--- config.mk ---
export PLATFORM = sky130hd
export DESIGN_NAME = aes_inv_mix_columns
export DESIGN_NICKNAME = d
export VERILOG_FILES = /design/src/rtl/aes_gf_pkg.sv /design/src/rtl/aes_inv_mix_col.sv /design/src/rtl/aes_inv_mix_columns.sv
export SDC_FILE = /design/constraint.sdc
export NUM_CORES = 1
export LEC_CHECK = 0
export CAP_MARGIN = 20
export CORE_MARGIN = 2
export CORE_UTILIZATION = 52
export CTS_CLUSTER_DIAMETER = 150
export DETAILED_ROUTE_END_ITERATION = 7
export GPL_TIMING_DRIVEN = 0
export PLACE_DENSITY = 0.88
export RECOVER_POWER = 100
export SLEW_MARGIN = 20
export SYNTH_ARGS = -nofsm -noshare
export SYNTH_HDL_FRONTEND = slang
export SYNTH_SLANG_ARGS = --single-unit
--- constraint.sdc ---
create_clock -name clk -period 4.6 [get_ports clk]
set_input_delay 0.92 -clock clk [delete_from_list [all_inputs] [get_ports clk]]
set_output_delay 0.92 -clock clk [all_outputs]
set_load 0.02 [all_outputs]
--- src/rtl/aes_gf_pkg.sv ---
// GF(2^8) helpers and shared types for the AES InvMixColumns engine.
package aes_gf_pkg;

  localparam logic [7:0] GF_POLY  = 8'h1b;
  localparam int         BYTE_W   = 8;
  localparam int         COL_W    = 32;
  localparam int         NUM_COLS = 4;
  localparam int         NUM_ROWS = 4;

  typedef enum logic [1:0] {
    IDLE = 2'd0,
    BUSY = 2'd1,
    DONE = 2'd2
  } fsm_t;

  function automatic logic [7:0] xtime(input logic [7:0] b);
    return {b[6:0], 1'b0} ^ (b[7] ? GF_POLY : 8'h00);
  endfunction

endpackage

--- src/rtl/aes_inv_mix_col.sv ---
// Combinational single-column InvMixColumns; forward MixColumns added when
// AES_INV_MIXCOL_FWD_EN is defined (selected by mode).
module aes_inv_mix_col
  import aes_gf_pkg::*;
(
  input  logic [COL_W-1:0] col_in,
`ifdef AES_INV_MIXCOL_FWD_EN
  input  logic             mode,
`endif
  output logic [COL_W-1:0] col_out
);

  logic [7:0] a   [NUM_ROWS];
  logic [7:0] xt1 [NUM_ROWS];
  logic [7:0] xt2 [NUM_ROWS];
  logic [7:0] xt3 [NUM_ROWS];
  logic [7:0] x9  [NUM_ROWS];
  logic [7:0] x11 [NUM_ROWS];
  logic [7:0] x13 [NUM_ROWS];
  logic [7:0] x14 [NUM_ROWS];
  logic [7:0] inv [NUM_ROWS];
`ifdef AES_INV_MIXCOL_FWD_EN
  logic [7:0] fwd [NUM_ROWS];
`endif

  always_comb begin
    for (int j = 0; j < NUM_ROWS; j++) begin
      a[j]   = col_in[COL_W-1-BYTE_W*j -: BYTE_W];
      xt1[j] = xtime(a[j]);
      xt2[j] = xtime(xt1[j]);
      xt3[j] = xtime(xt2[j]);
      x9[j]  = xt3[j] ^ a[j];
      x11[j] = xt3[j] ^ xt1[j] ^ a[j];
      x13[j] = xt3[j] ^ xt2[j] ^ a[j];
      x14[j] = xt3[j] ^ xt2[j] ^ xt1[j];
    end
  end

  // Each matrix row is the previous one rotated right by one byte.
  always_comb begin
    for (int r = 0; r < NUM_ROWS; r++) begin
      inv[r] = x14[r] ^ x11[(r+1)%4] ^ x13[(r+2)%4] ^ x9[(r+3)%4];
    end
  end

`ifdef AES_INV_MIXCOL_FWD_EN
  always_comb begin
    for (int r = 0; r < NUM_ROWS; r++) begin
      fwd[r] = xt1[r] ^ xt1[(r+1)%4] ^ a[(r+1)%4] ^ a[(r+2)%4] ^ a[(r+3)%4];
    end
  end

  always_comb begin
    col_out = '0;
    for (int r = 0; r < NUM_ROWS; r++) begin
      col_out[COL_W-1-BYTE_W*r -: BYTE_W] = mode ? fwd[r] : inv[r];
    end
  end
`else
  always_comb begin
    col_out = '0;
    for (int r = 0; r < NUM_ROWS; r++) begin
      col_out[COL_W-1-BYTE_W*r -: BYTE_W] = inv[r];
    end
  end
`endif

endmodule

--- src/rtl/aes_inv_mix_columns.sv ---
// Iterative AES InvMixColumns engine, COLS_PER_CYCLE columns per clock.
// Optional forward MixColumns via the AES_INV_MIXCOL_FWD_EN macro (adds mode port).
//
// state | meaning
// IDLE  | ready for a new state
// BUSY  | transforming columns in place
// DONE  | result valid, waiting for out_ready
module aes_inv_mix_columns
  import aes_gf_pkg::*;
#(
  parameter int COLS_PER_CYCLE = 1
) (
  input  logic         clk,
  input  logic         rst_n,
`ifdef AES_INV_MIXCOL_FWD_EN
  input  logic         mode,
`endif
  input  logic         in_valid,
  output logic         in_ready,
  input  logic [127:0] in_data,
  output logic         out_valid,
  input  logic         out_ready,
  output logic [127:0] out_data
);

  localparam logic [1:0] CNT_STEP = 2'(COLS_PER_CYCLE);
  localparam logic [1:0] CNT_LAST = 2'(NUM_COLS - COLS_PER_CYCLE);

  fsm_t                          state_q, state_d;
  logic [1:0]                    col_cnt;
  logic [NUM_COLS-1:0][COL_W-1:0] state_reg;
`ifdef AES_INV_MIXCOL_FWD_EN
  logic                          mode_q;
`endif

  logic [1:0]       col_idx [COLS_PER_CYCLE];
  logic [COL_W-1:0] col_in  [COLS_PER_CYCLE];
  logic [COL_W-1:0] col_out [COLS_PER_CYCLE];

  wire accept = (state_q == IDLE) && in_valid;

  // Column 0 sits in the most significant word, so column c is element 3-c.
  for (genvar g = 0; g < COLS_PER_CYCLE; g++) begin : g_col
    assign col_idx[g] = col_cnt + 2'(g);
    assign col_in[g]  = state_reg[2'd3 - col_idx[g]];

    aes_inv_mix_col u_col (
      .col_in  (col_in[g]),
`ifdef AES_INV_MIXCOL_FWD_EN
      .mode    (mode_q),
`endif
      .col_out (col_out[g])
    );
  end

  always_ff @(posedge clk or negedge rst_n) begin
    if (!rst_n) begin
      state_q <= IDLE;
    end else begin
      state_q <= state_d;
    end
  end

  always_comb begin
    state_d = state_q;
    case (state_q)
      IDLE:    if (in_valid) state_d = BUSY;
      BUSY:    if (col_cnt == CNT_LAST) state_d = DONE;
      DONE:    if (out_ready) state_d = IDLE;
      default: state_d = IDLE;
    endcase
  end

  always_ff @(posedge clk or negedge rst_n) begin
    if (!rst_n) begin
      col_cnt   <= 2'd0;
      state_reg <= '0;
`ifdef AES_INV_MIXCOL_FWD_EN
      mode_q    <= 1'b0;
`endif
    end else if (accept) begin
      col_cnt   <= 2'd0;
      state_reg <= in_data;
`ifdef AES_INV_MIXCOL_FWD_EN
      mode_q    <= mode;
`endif
    end else if (state_q == BUSY) begin
      col_cnt <= col_cnt + CNT_STEP;
      for (int g = 0; g < COLS_PER_CYCLE; g++) begin
        state_reg[2'd3 - col_idx[g]] <= col_out[g];
      end
    end
  end

  assign in_ready  = (state_q == IDLE);
  assign out_valid = (state_q == DONE);
  assign out_data  = state_reg;

endmodule
==> results of run 1 <==
[registers in the layout, summed over array words and instances, names as in the netlist]
register  flops
col_cnt       2
out_data    128
state_q       2
[through the flow]
step	util	setup TNS (ns)	worst slack (ns)	instances
2_1_floorplan	-	0	1.774	696
3_3_place_gp	0.7158	-335.60	-2.559	1173
3_5_place_dp	0.7179	0	1.077	1174
4_1_cts	0.7551	0	1.054	1206
5_1_grt	0.7496	0	0.4713	1206
6_report	0.7496	0	0.5055	1206
[worst paths after layout]
check | startpoint | to | slack, ns | depth (start not counted)
max | col_cnt[1] | out_data[91] | 0.51 | 9
min | state_q[1] | state_q[0] | 0.52 | 1
max reg2reg | col_cnt[1] | out_data[91] | 0.51 | 9
min reg2reg | state_q[1] | state_q[0] | 0.52 | 1
max in group asynchronous | rst_n | out_data[3] | 1.20 | 2
min in group asynchronous | rst_n | out_data[86] | 1.03 | 1
[cell families (layout without fill, tap and decap cells)]
logic type	Yosys count	in the layout	synth area share
flip-flops	132	132	0.3873
buffers and inverters	64	358	0.03741
XOR/XNOR	190	190	0.2850
AO/OA/AOI/OAI	263	263	0.1926
multiplexers	34	34	0.08699
adder cells (fa/ha/maj)	4	4	0.005868
AND/OR/NAND/NOR	9	9	0.004842
[area by class of cell]
type | count | area [um2]
Fill cell | 1063 | 3991
Inverter | 4 | 15.01
Buffer | 60 | 302.8
Timing Repair Buffer | 262 | 2614
Clock buffer | 17 | 425.4
Sequential cell | 132 | 3303
Multi-Input combinational cell | 500 | 4852
Clock inverter | 15 | 168.9
Tap cell | 216 | 270.3
[synth_stat cells, types with 2 or more instances]
cell type | n | area, um2
xor3_1 | 6 | 142.6
buf_4 | 4 | 30.03
xor2_1 | 27 | 236.5
xor2_2 | 5 | 81.33
xnor2_1 | 100 | 875.8
inv_1 | 4 | 15.01
ha_1 | 4 | 50.05
mux4_2 | 32 | 720.7
xnor3_2 | 5 | 118.9
o21ai_1 | 47 | 235.2
a22oi_1 | 128 | 960.9
nor2_1 | 2 | 7.510
o21ai_0 | 82 | 410.4
dfrtp_1 | 132 | 3303
buf_2 | 9 | 45.04
xnor3_1 | 23 | 518.0
a21oi_1 | 4 | 20.02
xnor2_2 | 18 | 292.8
xnor2_4 | 6 | 165.2
buf_6 | 7 | 78.83
nand2_1 | 4 | 15.01
clkbuf_1 | 40 | 150.1
[layer usage]
| metal | routed length (um) | part of all wire |
|---|---|---|
| met5 | 0 | 0 |
| met4 | 1419 | 0.044 |
| met3 | 3894 | 0.12 |
| met2 | 15730 | 0.49 |
| met1 | 11360 | 0.35 |
[worst register-to-register path: cells and delay by family, from the launching register on]
family	cells	cell delay, ns
mux	1	0.48
compound gates	1	0.14
xor+xnor	4	1.71
buf+inv	3	1.24
flops	1	0.39
==> results by group, run 1 <==
Clocking
  • TritonCTS clock tree: done
  • Clock root buffer: clkbuf_16
  • Total CTS buffers: 17
  • H-Tree Depth: 4
  • CTS hold repair buffers: 0
  • Setup Fix Bufs, Post-CTS: 0
  • Clock slew at the register clock pins of the worst setup and hold paths: 0.06 ns
  • Worst-skew pair later-pin latency: 0.43 ns
  • PostCTS Resize Cnt: 0
  • Clock buffer depth: 2
  • # clock sinks: 132

Global routing
  • First-pass GRT wire length: 48330 um
  • Met3 Track Usage GR: 0.1092
  • Vias in the first global route: 8142
  • Met1 Use GR: 0.4601
  • GRT Max-Usage Layer: met2
  • Largest net degree at the start of global routing: 99
  • GR Overflow Total: 0
  • Gr usage total: 0.3729
  • Routing usage on met2: 0.6030
  • Initial antenna violation count: 0

Logic synthesis
  • Yosys Warn Count: 0
  • Mapped Nets: 832
  • Async S/R FF share, synth: 1.000
  • Synthesized instance count: 696
  • Synth Flop Type: dfrtp_1
  • Cell area after synthesis: 8529 um2
  • Syn_area_per_cell: 12.25 um2
  • Sequential element share of the synthesized area: 0.3873
  • Register bit total from synthesis: 132
  • Yosys cell types: 29
  • Post-synth EDFFs: 0

Route
  • Vias: 7772
  • Initial DRC Count: 863
  • Final wirelength: 32400 um
  • DR WL/cell: 26.87 um
  • Pre-antenna DRT Iters: 8
  • DRC viols: 1
  • Number of routed nets with antenna violations: 0
  • Routed vias/inst: 6.444

Finish
  • Commonest non-fill, non-tap cells in the layout: 132 x dfrtp_1, 131 x dlygate4sd3_1, 129 x clkdlybuf4s50_1
  • Share of cells above drive strength 1: 0.1111
  • Most common cell after layout, fill and taps aside: dfrtp_1
  • Final instance area: 11950 um2
  • Final #Nets: 1113
  • Ant diodes: 0
  • Syn-to-layout area delta: 40.12%

Timing
  • Final period util: 0.8901
  • Fmax: 244.2 MHz
  • Final hold vios: 0
  • Worst Clk Skew: 0.008103 ns
  • Slew headroom: -0.3142
  • Slew @ Worst Pin: 1.971 ns
  • Tmin final: 4.094 ns
  • Hold slack: 0.5155 ns
  • Fin. max-slew vios: 36
  • Final Setup Violations: 0
  • RSZ-0062 raised after global routing: no

Setup path
  • Crit path max-delay cell type: clkbuf_1
  • Crit-path leading delay family: XOR/XNOR gates
  • CP arrival: 4.39 ns
  • Worst Setup End Kind: register
  • Largest stage delay on the critical path: 0.68 ns
  • Crit path launch type: register
  • WP buf/inv: 3
  • Max FO, Critical Path: 10
  • CP dominant cell by count: xnor2_1
  • WP data required: 4.90 ns
  • CP Cell Sequence: buf_2 -> buf_4 -> clkbuf_1 -> mux4_2 -> xnor2_1 -> xnor2_1 -> xnor3_2 -> xnor2_2 -> o21ai_1
  • WS Path Type: register to register

Status
  • Failing checks: DRC, capacitance limit, slew limit
  • Status: finished, violations left

Die
  • Starting Density: 0.5350
  • Die Area: 17440 um2
  • Site Rows: 46
  • Die height: 132.1 um
  • # IOs: 262
  • Die W: 132.1 um
  • CORE AREA: 15940 um2

Hold path
  • Worst Hold Class: register to register

Place
  • Port buffer count: 261
  • Hpwl dp: 23670 um
  • Final Wtd Congestion: 1.013
  • Post-placement cell area: 11440 um2

Run
  • Max-cap viol count: 1
Power of run 1 is not shown: default switching activity piles up to over one toggle a cycle in this logic, so the estimate is an artifact.
==> run 2, diff against run 1 <==
--- a/config.mk
+++ b/config.mk
@@ -9,8 +9,8 @@
 export CORE_MARGIN = 2
 export CORE_UTILIZATION = 52
 export CTS_CLUSTER_DIAMETER = 150
+export CTS_CLUSTER_SIZE = 40
 export DETAILED_ROUTE_END_ITERATION = 7
-export GPL_TIMING_DRIVEN = 0
 export PLACE_DENSITY = 0.88
 export RECOVER_POWER = 100
 export SLEW_MARGIN = 20
==> run 2 against run 1 <==
The flow finishes with violations (capacitance limit, slew limit). Register-to-register slack better by 0.16 ns. Clock skew up 0.0039 ns. Maximum frequency up 4.1%. Wire length down 4.0%. Critical path depth down 2. Die area unchanged. Design area down 1.5%. Sequential share of layout area up 0.43 points. Worst hold slack worse by 0.00087 ns. Sequential cell count unchanged. Critical path type unchanged.
==> results by group, run 2 (synthesis results as in run 1) <==
Status
  • Status: finished, violations left
  • Failing checks: capacitance limit, slew limit

Run
  • Max-cap viol count: 1 (unchanged)

Die
  • # IOs: 262 (unchanged)
  • Site Rows: 46 (unchanged)
  • Die Area: 17440 um2 (unchanged)
  • CORE AREA: 15940 um2 (unchanged)
  • Die W: 132.1 um (unchanged)
  • Starting Density: 0.5350 (unchanged)
  • Die height: 132.1 um (unchanged)

Clocking
  • H-Tree Depth: 4 (unchanged)
  • CTS hold repair buffers: 0 (unchanged)
  • Clock root buffer: clkbuf_16
  • Total CTS buffers: 17 (unchanged)
  • PostCTS Resize Cnt: 0 (unchanged)
  • Worst-skew pair later-pin latency: 0.43 ns (about the same)
  • # clock sinks: 132 (unchanged)
  • TritonCTS clock tree: done
  • Clock buffer depth: 2 (unchanged)
  • Setup Fix Bufs, Post-CTS: 0 (unchanged)
  • Clock slew at the register clock pins of the worst setup and hold paths: 0.06 ns (about the same)

Setup path
  • FF-to-FF path depth: 7 (-2)
  • Reg2Reg Setup Slack: 0.67 ns (+0.16 ns)
  • CP arrival: 4.21 ns (-0.18 ns)
  • Crit path max-delay cell type: dfrtp_2
  • WS Path Type: register to register
  • CP dominant cell by count: xnor2_1
  • Max FO, Critical Path: 19 (+9)
  • Largest stage delay on the critical path: 0.73 ns (+0.05 ns)
  • WP data required: 4.88 ns (-0.02 ns)
  • Crit path launch type: register
  • Worst Setup End Kind: register
  • CP Cell Sequence: buf_4 -> mux4_2 -> xnor2_2 -> xnor2_1 -> xnor3_1 -> xnor2_1 -> o21ai_0

Global routing
  • First-pass GRT wire length: 47340 um (-2.1%)
  • Initial antenna violation count: 1 (+1)
  • Gr usage total: 0.3600 (-0.01294)
  • Vias in the first global route: 7857 (-3.5%)
  • Largest net degree at the start of global routing: 102 (+3.0%)
  • GR Overflow Total: 0 (unchanged)

Timing
  • Total negative slack: 0 ns (unchanged)
  • Slew @ Worst Pin: 2.539 ns (+0.5681 ns)
  • Fmax: 254.3 MHz (+4.1%)
  • Final Setup Violations: 0 (unchanged)
  • Slew headroom: -0.6930 (-0.3788)
  • Final period util: 0.8548 (-0.03529)
  • Final hold vios: 0 (unchanged)
  • Tmin final: 3.932 ns (-0.1624 ns)
  • Worst Clk Skew: 0.01202 ns (+0.003914 ns)
  • Fin. max-slew vios: 102 (+180%)
  • RSZ-0062 raised after global routing: no

Hold path
  • Worst Hold Class: register to register
  • Hold path depth: 1 (unchanged)

Finish
  • Final core utilization: 0.7385 (-0.01114)
  • Share of cells above drive strength 1: 0.1079 (-0.003175)
  • Final #Nets: 1069 (-4.0%)
  • # fillers: 1084 (+2.0%)
  • Syn-to-layout area delta: 38.04%
  • Commonest non-fill, non-tap cells in the layout: 131 x dfrtp_1, 131 x dlygate4sd3_1, 129 x clkdlybuf4s50_1
  • Max reg flops: 128 (unchanged)

Route
  • Number of routed nets with antenna violations: 0 (unchanged)
  • Final wirelength: 31110 um (-4.0%)
  • Initial DRC Count: 806 (-6.6%)
  • Routed vias/inst: 6.497 (+0.82%)
  • Pre-antenna DRT Iters: 6 (-2)
  • DRC viols: 0 (-1)
  • Vias: 7550 (-2.9%)
  • DR WL/cell: 26.77 um (-0.36%)

Place
  • Hpwl dp: 21930 um (-7.3%)
  • Port buffer count: 261 (unchanged)
  • Final Wtd Congestion: 1.034 (+2.0%)
## run 2: critical path, delay by kind of cell (launching register included)
kind	cells	cell delay, ns
compound gates	1	0.20
mux	1	0.70
buf+inv	1	0.35
flops	1	0.73
xor+xnor	4	1.78
## run 2: per-layer routing
metal,share of wire,global-route usage
met5,0,0
met4,0.048,0.1649
met3,0.11,0.06728
met2,0.48,0.5854
met1,0.36,0.4720
## run 2: metrics by stage
| stage | instance area [um2] | std cells | hold WS (ns) | worst slack (ns) |
|---|---|---|---|---|
| 6_report | 11770 | 1162 | 0.5146 | 0.6679 |
| 5_1_grt | 11770 | 1162 | 0.5462 | 0.4660 |
| 4_1_cts | 11910 | 1161 | 0.5121 | 0.9298 |
| 3_5_place_dp | 11290 | 1130 | 0.5002 | 0.9342 |
| 3_3_place_gp | 11290 | 1130 | 0.4786 | 1.039 |
| 2_1_floorplan | 8529 | 696 | 0.4632 | 1.774 |
## run 2: area by class of cell
| cell class | count | area, um2 | area share |
|---|---|---|---|
| diodes | 1 | 2.502 | 0.0002125 |
| well taps | 216 | 270.3 | 0.02295 |
| clock buffers | 19 | 442.9 | 0.03762 |
| flip-flops and latches | 132 | 3304 | 0.2807 |
| inverters | 4 | 15.01 | 0.001275 |
| clock inverters | 12 | 180.2 | 0.01530 |
| multi-input cells | 500 | 4826 | 0.4099 |
| repair buffers | 278 | 2733 | 0.2321 |
## run 2: path summary, 6_finish.rpt
path	from	end
min	state_q[1]	state_q[0]
min reg2reg	state_q[1]	state_q[0]
max reg2reg	col_cnt[0]	out_data[59]
max	col_cnt[0]	out_data[59]
max in group asynchronous	rst_n	out_data[126]
min in group asynchronous	rst_n	out_data[16]
Power of run 2 is left out for the same reason.
==> run 3, diff against run 2 <==
--- a/config.mk
+++ b/config.mk
@@ -8,7 +8,7 @@
 export CAP_MARGIN = 20
 export CORE_MARGIN = 2
 export CORE_UTILIZATION = 52
-export CTS_CLUSTER_DIAMETER = 150
+export CTS_CLUSTER_DIAMETER = 120
 export CTS_CLUSTER_SIZE = 40
 export DETAILED_ROUTE_END_ITERATION = 7
 export PLACE_DENSITY = 0.88
==> results of run 3 <==
Final layout, timing and power as in run 2 (identical DEF).
Power of run 3 is left out for the same reason.
